--- src/rtl/wordle_pkg.sv ---
// rtl/wordle_pkg.sv - shared constants, colour codes, FSM states and letter helper
// Purpose: common definitions for the Wordle scorer and its letter matcher.
package wordle_pkg;

  localparam int ROWS = 6;  // guess rows in the grid
  localparam int COLS = 5;  // letters per word
  localparam int LW   = 8;  // bits per letter (ASCII)

  localparam logic [1:0] COL_EMPTY  = 2'b00;
  localparam logic [1:0] COL_GRAY   = 2'b01;
  localparam logic [1:0] COL_YELLOW = 2'b10;
  localparam logic [1:0] COL_GREEN  = 2'b11;

  typedef logic [LW-1:0] letter_t;

  typedef enum logic [2:0] {
    S_IDLE   = 3'd0,
    S_GREEN  = 3'd1,
    S_YELLOW = 3'd2,
    S_WRITE  = 3'd3,
    S_DONE   = 3'd4
  } state_t;

  // Letter 0 is the leftmost letter, held in the most significant byte.
  function automatic letter_t letter_at(input logic [COLS*LW-1:0] w, input int i);
    return w[(COLS-1-i)*LW +: LW];
  endfunction

endpackage

--- src/rtl/wordle_letter_match.sv ---
// rtl/wordle_letter_match.sv - find lowest unused answer position holding a letter
// Purpose: combinational yellow-pass matcher.
// Ports: letter_i (guess letter), answer_i (answer letters), used_i (consumed
//        answer positions), hit_o (any match), match_oh_o (one-hot, lowest wins).
module wordle_letter_match
  import wordle_pkg::*;
(
  input  letter_t          letter_i,
  input  letter_t          answer_i [COLS],
  input  logic [COLS-1:0]  used_i,
  output logic             hit_o,
  output logic [COLS-1:0]  match_oh_o
);

  logic [COLS-1:0] cand;

  always_comb begin
    cand = '0;
    for (int j = 0; j < COLS; j++) begin
      cand[j] = !used_i[j] && (answer_i[j] == letter_i);
    end
  end

  assign hit_o      = |cand;
  // Isolate the lowest set bit so the leftmost free answer letter is consumed.
  assign match_oh_o = cand & (~cand + 1'b1);

endmodule

--- src/rtl/wordle_scorer.sv ---
// rtl/wordle_scorer.sv - Wordle guess scorer with 6x5 tile colour grid
// Purpose: scores a committed guess (green pass, then yellow pass) and writes
//          the row of colours into the grid; renderer reads tiles combinationally.
// Ports: Clk, reset (async, active-high); Start/Clear commands; guess/answer/row
//        operands; Busy/Done/Win/Err status; rd_row/rd_col -> rd_color read port.
module wordle_scorer
  import wordle_pkg::*;
(
  input  logic               Clk,
  input  logic               reset,
  input  logic               Start,
  input  logic               Clear,
  input  logic [COLS*LW-1:0] guess,
  input  logic [COLS*LW-1:0] answer,
  input  logic [2:0]         row,
  output logic               Busy,
  output logic               Done,
  output logic               Win,
  output logic               Err,
  input  logic [2:0]         rd_row,
  input  logic [2:0]         rd_col,
  output logic [1:0]         rd_color
);

  state_t                        state_q;
  letter_t                       guess_q  [COLS];
  letter_t                       answer_q [COLS];
  logic [2:0]                    row_q;
  logic [2:0]                    idx_q;
  logic [COLS-1:0]               green_q;
  logic [COLS-1:0]               used_q;
  logic [1:0]                    color_q  [COLS];
  logic [ROWS*COLS-1:0][1:0]     grid_q;
  logic                          busy_q, done_q, win_q, err_q;

  logic                          hit;
  logic [COLS-1:0]               match_oh;

  wordle_letter_match u_match (
    .letter_i   (guess_q[idx_q]),
    .answer_i   (answer_q),
    .used_i     (used_q),
    .hit_o      (hit),
    .match_oh_o (match_oh)
  );

  always_ff @(posedge Clk or posedge reset) begin
    if (reset) begin
      state_q <= S_IDLE;
      row_q   <= '0;
      idx_q   <= '0;
      green_q <= '0;
      used_q  <= '0;
      grid_q  <= '0;
      busy_q  <= 1'b0;
      done_q  <= 1'b0;
      win_q   <= 1'b0;
      err_q   <= 1'b0;
      for (int i = 0; i < COLS; i++) begin
        guess_q[i]  <= '0;
        answer_q[i] <= '0;
        color_q[i]  <= COL_EMPTY;
      end
    end else begin
      done_q <= 1'b0;
      if (Clear) begin
        // Clear beats Start and aborts any scoring in flight.
        state_q <= S_IDLE;
        grid_q  <= '0;
        busy_q  <= 1'b0;
        win_q   <= 1'b0;
        err_q   <= 1'b0;
      end else begin
        case (state_q)
          S_IDLE: begin
            if (Start) begin
              for (int i = 0; i < COLS; i++) begin
                guess_q[i]  <= letter_at(guess, i);
                answer_q[i] <= letter_at(answer, i);
              end
              row_q   <= row;
              green_q <= '0;
              used_q  <= '0;
              win_q   <= 1'b0;
              err_q   <= 1'b0;
              idx_q   <= '0;
              busy_q  <= 1'b1;
              state_q <= S_GREEN;
            end
          end
          S_GREEN: begin
            // The latched row is validated on the first green cycle.
            if (idx_q == 3'd0 && row_q >= 3'(ROWS)) begin
              err_q   <= 1'b1;
              done_q  <= 1'b1;
              state_q <= S_DONE;
            end else begin
              if (guess_q[idx_q] == answer_q[idx_q]) begin
                green_q[idx_q] <= 1'b1;
                used_q[idx_q]  <= 1'b1;
              end
              if (idx_q == 3'(COLS-1)) begin
                idx_q   <= '0;
                state_q <= S_YELLOW;
              end else begin
                idx_q <= idx_q + 3'd1;
              end
            end
          end
          S_YELLOW: begin
            if (green_q[idx_q]) begin
              color_q[idx_q] <= COL_GREEN;
            end else if (hit) begin
              color_q[idx_q] <= COL_YELLOW;
              used_q         <= used_q | match_oh;
            end else begin
              color_q[idx_q] <= COL_GRAY;
            end
            if (idx_q == 3'(COLS-1)) begin
              state_q <= S_WRITE;
            end else begin
              idx_q <= idx_q + 3'd1;
            end
          end
          S_WRITE: begin
            for (int c = 0; c < COLS; c++) begin
              grid_q[{2'b00, row_q} * 5'(COLS) + 5'(c)] <= color_q[c];
            end
            win_q   <= &green_q;
            done_q  <= 1'b1;
            state_q <= S_DONE;
          end
          S_DONE: begin
            busy_q  <= 1'b0;
            state_q <= S_IDLE;
          end
          default: begin
            busy_q  <= 1'b0;
            state_q <= S_IDLE;
          end
        endcase
      end
    end
  end

  assign Busy = busy_q;
  assign Done = done_q;
  assign Win  = win_q;
  assign Err  = err_q;

  // Linear index only used when in range, so 5 bits suffice (max 29).
  logic [4:0] rd_lin;
  assign rd_lin   = {2'b00, rd_row} * 5'(COLS) + {2'b00, rd_col};
  assign rd_color = (rd_row < 3'(ROWS) && rd_col < 3'(COLS)) ? grid_q[rd_lin] : COL_EMPTY;

endmodule
--- config.mk ---
export PLATFORM = sky130hd
export DESIGN_NAME = wordle_scorer
export DESIGN_NICKNAME = d
export VERILOG_FILES = /design/src/rtl/wordle_pkg.sv /design/src/rtl/wordle_letter_match.sv /design/src/rtl/wordle_scorer.sv
export SDC_FILE = /design/constraint.sdc
export NUM_CORES = 1
export LEC_CHECK = 0
export ABC_AREA = 1
export CELL_PAD_IN_SITES_DETAIL_PLACEMENT = 1
export CELL_PAD_IN_SITES_GLOBAL_PLACEMENT = 2
export CORE_ASPECT_RATIO = 1.4
export CORE_MARGIN = 1
export CORE_UTILIZATION = 36
export DETAILED_ROUTE_END_ITERATION = 12
export PLACE_DENSITY = 0.92
export SYNTH_ARGS = -nofsm -noshare
export SYNTH_HDL_FRONTEND = slang
export SYNTH_SLANG_ARGS = --single-unit
export TNS_END_PERCENT = 5
--- constraint.sdc ---
create_clock -name Clk -period 12.4 [get_ports Clk]
set_input_delay 2.48 -clock Clk [delete_from_list [all_inputs] [get_ports Clk]]
set_output_delay 2.48 -clock Clk [all_outputs]
set_load 0.05 [all_outputs]
Word level (Yosys, flattened, before mapping)
Index checks and enable logic that the tools add are counted.
{ "word_totals": {"register_bits": 173, "latchBits": 0, "ramBits": 0, "mem_bits_ro": 0, "input_bits": 93, "elab_cells": 220, "memories": 0} }
{ "op_classes": {"addsub": 7, "multipliers": 2, "n_div": 0, "n_lt_le_gt_ge": 18, "eq_ne": 21, "shift": 0, "n_mux": 66, "bitwise": 14, "n_reduce_logical": 38} }
{ "op_table": {"columns": ["cell", "n"], "rows": [
  ["60-bit bitwise mux", 5],
  ["60-bit two-way mux", 2],
  ["2-bit demux with 5-bit select", 5],
  ["8-bit binary-select mux with 3-bit select", 2],
  ["8-bit == test", 6],
  ["5-bit by 6-bit less-than comparator with 1-bit output, second input constant", 6],
  ["5-bit two-way mux", 7],
  ["8-bit two-way mux", 4],
  ["3-bit two-way mux", 9],
  ["5-bit by 1-bit greater-or-equal comparator with 1-bit output, second input constant", 5],
  ["5-bit OR", 5],
  ["10-bit two-way mux", 2],
  ["2-bit two-way mux", 8],
  ["5-bit AND", 3],
  ["5-bit inverter", 3],
  ["5-bit one-hot mux with 3 select lines", 1],
  ["5-bit AND reduction", 3],
  ["1-bit logical AND", 14],
  ["2-bit inequality test, second input constant", 6],
  ["3-bit one-hot mux with 4 select lines", 1],
  ["5-bit by 1-bit adder with 5-bit output, second input constant", 2],
  ["5-bit by 2-bit adder with 5-bit output, second input constant", 2],
  ["2-bit binary-select mux with 5-bit select", 1],
  ["3-bit by 3-bit multiplier with 5-bit output, second input constant", 2],
  ["34 further kinds", 62]
]} }

Logic depth before layout (Yosys ltp)
{ "logic_depth": {"ltp_word": 13, "ltp_mapped": 19} }

Cells and area by module
A second synthesis with hierarchy kept.
{ "unflattened": {"cells_unflattened": 2197, "hier_area_um2": 13864.5} }
{ "modules_own_cells": {"columns": ["module", "n_inst", "cells_each", "area_per_inst_um2", "seq_area_each_um2"], "rows": [
  ["wordle_scorer", 1, 2043, 13190.2, 4329.2],
  ["wordle_letter_match", 1, 154, 674.4, 0.0]
]} }

Least setup slack after synthesis
Ideal clock, no wire load.
{ "synth_timing": {"path_type": "input -> output", "startpoint": "in rd_row[0]", "endpoint": "out rd_color[1]", "arrival_time_ns": 5.468, "required_time_ns": 9.920, "slack_ns": 4.452, "cell_stages": 8, "n_path_buf": 0, "path_cell_list": "ha_1 > ha_1 > fa_1 > xnor2_1 > inv_1 > o311ai_0 > a21oi_1 > nor3_1"} }
{ "synth_via": {"elab_chain_len": 5, "word_cells_on_any_way": 7, "cone_classes": "add/sub: 1; mul: 1; order compare: 1; mux: 3; reduce/logical: 1"} }
{ "synth_lines": {"columns": ["element", "line", "source"], "rows": [
  ["start: declaration", "wordle_scorer.sv:20", "input logic [2:0] rd_row,"],
  ["3-bit by 3-bit multiplier with 5-bit output", "wordle_scorer.sv:153", "assign rd_lin = {2'b00, rd_row} * 5'(COLS) + {2'b00, rd_col};"],
  ["5-bit by 3-bit adder with 5-bit output", "wordle_scorer.sv:153", null],
  ["2-bit binary-select mux with 5-bit select", "wordle_scorer.sv:154", "assign rd_color = (rd_row < 3'(ROWS) && rd_col < 3'(COLS)) ? grid_q[rd_lin] : COL_EMPTY;"],
  ["2-bit two-way mux (implied by the code)", "wordle_scorer.sv:154", null],
  ["2-bit two-way mux (*)", "wordle_scorer.sv:154", null],
  ["end: declaration", "wordle_scorer.sv:22", "output logic [1:0] rd_color"]
]} }
Mark *: on every way between the ends. The rest lies on a longest branch, timed or not. The select of a mux whose other input is x is not followed.

Final worst setup path
{ "layout_timing": {"startpoint": "in rd_row[2]", "endpoint": "out rd_color[1]"} }
The elaborated chain is that of the path after synthesis.

==> key figures <==
Run status
  – Status: finished clean

Synth
  – Netlist cell types: 60
  – Post-synthesis async set-or-reset flop share: 1.00
  – Post-Syn Area: 13000 um^2
  – Flops & latches, synth: 173
  – Syn. warnings: 0
  – Post-Synthesis Cells: 1956
  – Synthesized Nets: 2065
  – Syn_area_per_cell: 6.67 um^2
  – EDFF count, synth: 0
  – Sequential element share of the synthesized area: 0.332
  – Most used flip-flop cell after synthesis: dfrtp_1

Worst setup path
  – Worst EP required: 9.92 ns
  – FF-to-FF path depth: 15
  – CP bufs+invs: 3
  – Crit-path cells: clkdlybuf4s50_1 -> ha_1 -> ha_1 -> fa_1 -> xnor2_1 -> inv_1 -> o311ai_0 -> a21oi_1 -> nor3_1 -> clkdlybuf4s50_1
  – Critical path class: in2out
  – CP peak stage delay: 0.83 ns
  – CP Launch Type: input pin
  – Slowest-stage cell, CP: clkdlybuf4s50_1
  – Crit-path max FO: 6
  – Family with the most delay on the worst path: buffers and inverters
  – Stages on worst setup path: 10
  – Crit. End Element: output pin
  – Arrival time at the worst endpoint: 6.22 ns
  – Reg-to-reg endpoint: used_q[2]
  – CP startpoint: rd_row[2]
  – RR Startpoint: idx_q[1]
  – R2r setup slk: 8.25 ns

Finish
  – # fillers: 4710
  – Final Instance Area: 15000 um^2
  – Nets@finish: 2114
  – Ant diodes: 0
  – P&R area growth vs syn: 14.7%
  – Post-route insts no fill: 2480
  – Area of the multi-input gates: 7550 um^2
  – Layout cell share with drive strength beyond 1: 0.0803
  – Sequential cell area: 4330 um^2

CTS
  – Setup Buffers After CTS: 0
  – CTS clock-pin slew for the worst setup and hold paths: 0.08 ns
  – CTS tree: done
  – Clock Tree Buf Depth: 2
  – CTS H-tree lvls: 4
  – Root Driver: clkbuf_16
  – Post-CTS Hold Buffers: 0
  – CTS sink cnt: 173
  – CTS Buf Count: 17
  – Clock latency on the worst-skew pair: 0.47 ns
  – # resized after CTS: 0

GRT
  – Initial antenna violation count: 0
  – Largest net degree at the start of global routing: 111
  – GRT Util Overall: 0.311
  – GRT overflow: 0
  – Number of global-route vias before repair: 15.1k
  – First-pass GRT wire length: 86300 um

Place
  – Routability cong.: 0.979
  – Port Buf Inserts: 98
  – Placed insts: 2448
  – Placed cell areas: 14400 um^2
  – Post-detail-place hpwl: 40500 um

Detailed routing
  – Initial drt markers: 979
  – DRT Pass-1 Iters: 5
  – Routed wire length: 55800 um
  – DR vias: 14.4k
  – Met2 WL: 28300 um
  – Residual DRC count: 0
  – M1 WL: 21000 um
  – DR WL met3: 2400 um
  – Drt via density: 5.79
  – Top Layer Used: met4
  – Wire length per cell: 22.5 um
  – Antenna-violating nets left: 0

STA
  – Fin crit share: 0.701
  – Fmax: 115 MHz
  – Unrepaired setup endpoints after global routing: false
  – Final Hold Viols: 0
  – Slew Limit Headroom: 0.246
  – Setup tns final: 0 ns
  – Slew @ Worst Pin: 1.13 ns
  – Final setup viols: 0
  – Max-slew violation count: 0
  – Tmin final: 8.70 ns
  – Worst Skew: 0.0135 ns

Power and ir drop
  – PD cells: 294 nW/um^2
  – VDD IR max: 0.120 mV
  – Leak: 0.00676 uW

Die
  – Die extent in y: 227 um
  – Die area: 37000 um^2
  – I/O Pins: 99
  – Die W: 163 um
  – Initial Util: 0.365
  – Number of cell rows: 82
  – CORE AREA: 35700 um^2

Run
  – MaxCap Viol Count: 0

Worst hold path
  – WHS Path Cells: 2
  – Hold crit path type: reg2reg
  – Hold path endpoint: guess_q[6]
  – Hold path start: guess_q[6]
[worst min-delay path, stage by stage, from the launching register on]
cell,delay (ns)
dfrtp_1,0.35
nand2_1,0.06
nand2_1,0.05
[synth_stat cells (4+ instances only)]
cell | n | area [um^2]
o2111ai_1 | 13 | 114
inv_2 | 32 | 120
a31oi_1 | 8 | 50.1
xor2_1 | 6 | 52.6
nor3_1 | 16 | 80.1
buf_6 | 6 | 67.6
ha_1 | 15 | 188
nand2_1 | 577 | 2170
clkinv_1 | 7 | 26.3
buf_4 | 4 | 30.0
o21ai_1 | 60 | 300
nand2_2 | 14 | 87.6
nand4_1 | 46 | 288
inv_1 | 162 | 608
nand3_2 | 8 | 80.1
o22ai_1 | 37 | 231
nor3_2 | 4 | 40.0
nor2_4 | 13 | 146
a21oi_1 | 61 | 305
nor2_1 | 165 | 619
clkbuf_1 | 62 | 233
o211ai_1 | 65 | 488
nand3_1 | 112 | 561
xnor2_1 | 4 | 35.0
o21ai_0 | 186 | 931
dfrtp_1 | 173 | 4330
buf_2 | 15 | 75.1
o31ai_1 | 7 | 52.6
nor2_2 | 18 | 113
o221ai_1 | 15 | 131
[report_power, final]
group / leakage (uW) / switching (uW) / internal (uW)
registers: 0.00222 / 190 / 787
clock network: 0.000291 / 284 / 288
logic: 0.00425 / 2070 / 778
total: 0.00676 / 2540 / 1850
[flip-flops by register name (all words and copies together) (netlist names), named ones only]
| signal | count |
|---|---|
| state_q | 3 |
| idx_q | 3 |
| grid_q | 60 |
| Done | 1 |
| row_q | 3 |
| guess_q | 40 |
| answer_q | 40 |
| Busy | 1 |
| Win | 1 |
| used_q | 5 |
| green_q | 5 |
| Err | 1 |
[cell families (layout without fill, tap and decap cells)]
kind of cell / Yosys count / after routing / share of synthesized area
simple gates: 983 / 983 / 0.330
flops: 173 / 173 / 0.332
xor+xnor: 13 / 13 / 0.0122
fa+ha+maj: 16 / 16 / 0.0159
compound gates: 480 / 480 / 0.220
buf+inv: 291 / 353 / 0.0900
[placed cells by master (no fill, tap or decap), drive strengths merged, types with 2 or more instances in the layout]
cell	instances
a31oi	8
nor4	2
o21a	3
o211ai	65
ha	15
nand3	121
o221ai	15
xnor2	5
o2111ai	13
o211a	3
dfrtp	173
nor2	198
nor3	20
o21bai	2
o22ai	37
nand4	47
a41oi	4
o311ai	5
inv	204
clkbuf	17
o21ai	248
nand2	592
a21oi	61
o41ai	2
or2	2
a22oi	2
o31ai	8
clkinv	11
buf	21
xor2	8
clkdlybuf4s50	98
[routing by layer]
layer | up-vias | GRT usage
met4 | 0 | 0.231
li1 | 6671 | -
met3 | 193 | 0.0353
met2 | 497 | 0.558
met1 | 6997 | 0.336
met5 | - | 0
[how the worst max path moves through the flow]
stage,to,slack (ns)
5_1_grt,rd_color[1],3.33
3_5_place_dp,rd_color[1],3.67
3_3_place_gp,rd_color[1],3.73
4_1_cts,rd_color[1],3.65
6_report,rd_color[1],3.70
2_1_floorplan,rd_color[1],4.45
[final cells by class]
type / instances / share of cell area
Sequential cell: 173 / 0.289
Inverter: 202 / 0.0512
Multi-Input combinational cell: 1492 / 0.505
Timing Repair Buffer: 119 / 0.0761
Clock buffer: 17 / 0.0284
Tap cell: 462 / 0.0386
Clock inverter: 15 / 0.0114
[metrics by stage]
step / total power [uW] / setup WS [ns] / hold WS, ns / util
6_report: 4400 / 3.70 / 0.478 / 0.419
5_1_grt: 4700 / 3.33 / 0.488 / 0.419
4_1_cts: 4360 / 3.65 / 0.479 / 0.419
3_5_place_dp: 3770 / 3.67 / 0.459 / 0.402
3_3_place_gp: 3710 / 3.73 / 0.454 / 0.402
2_1_floorplan: 2840 / 4.45 / 0.442 / -
(Power assumes the default switching activity.)
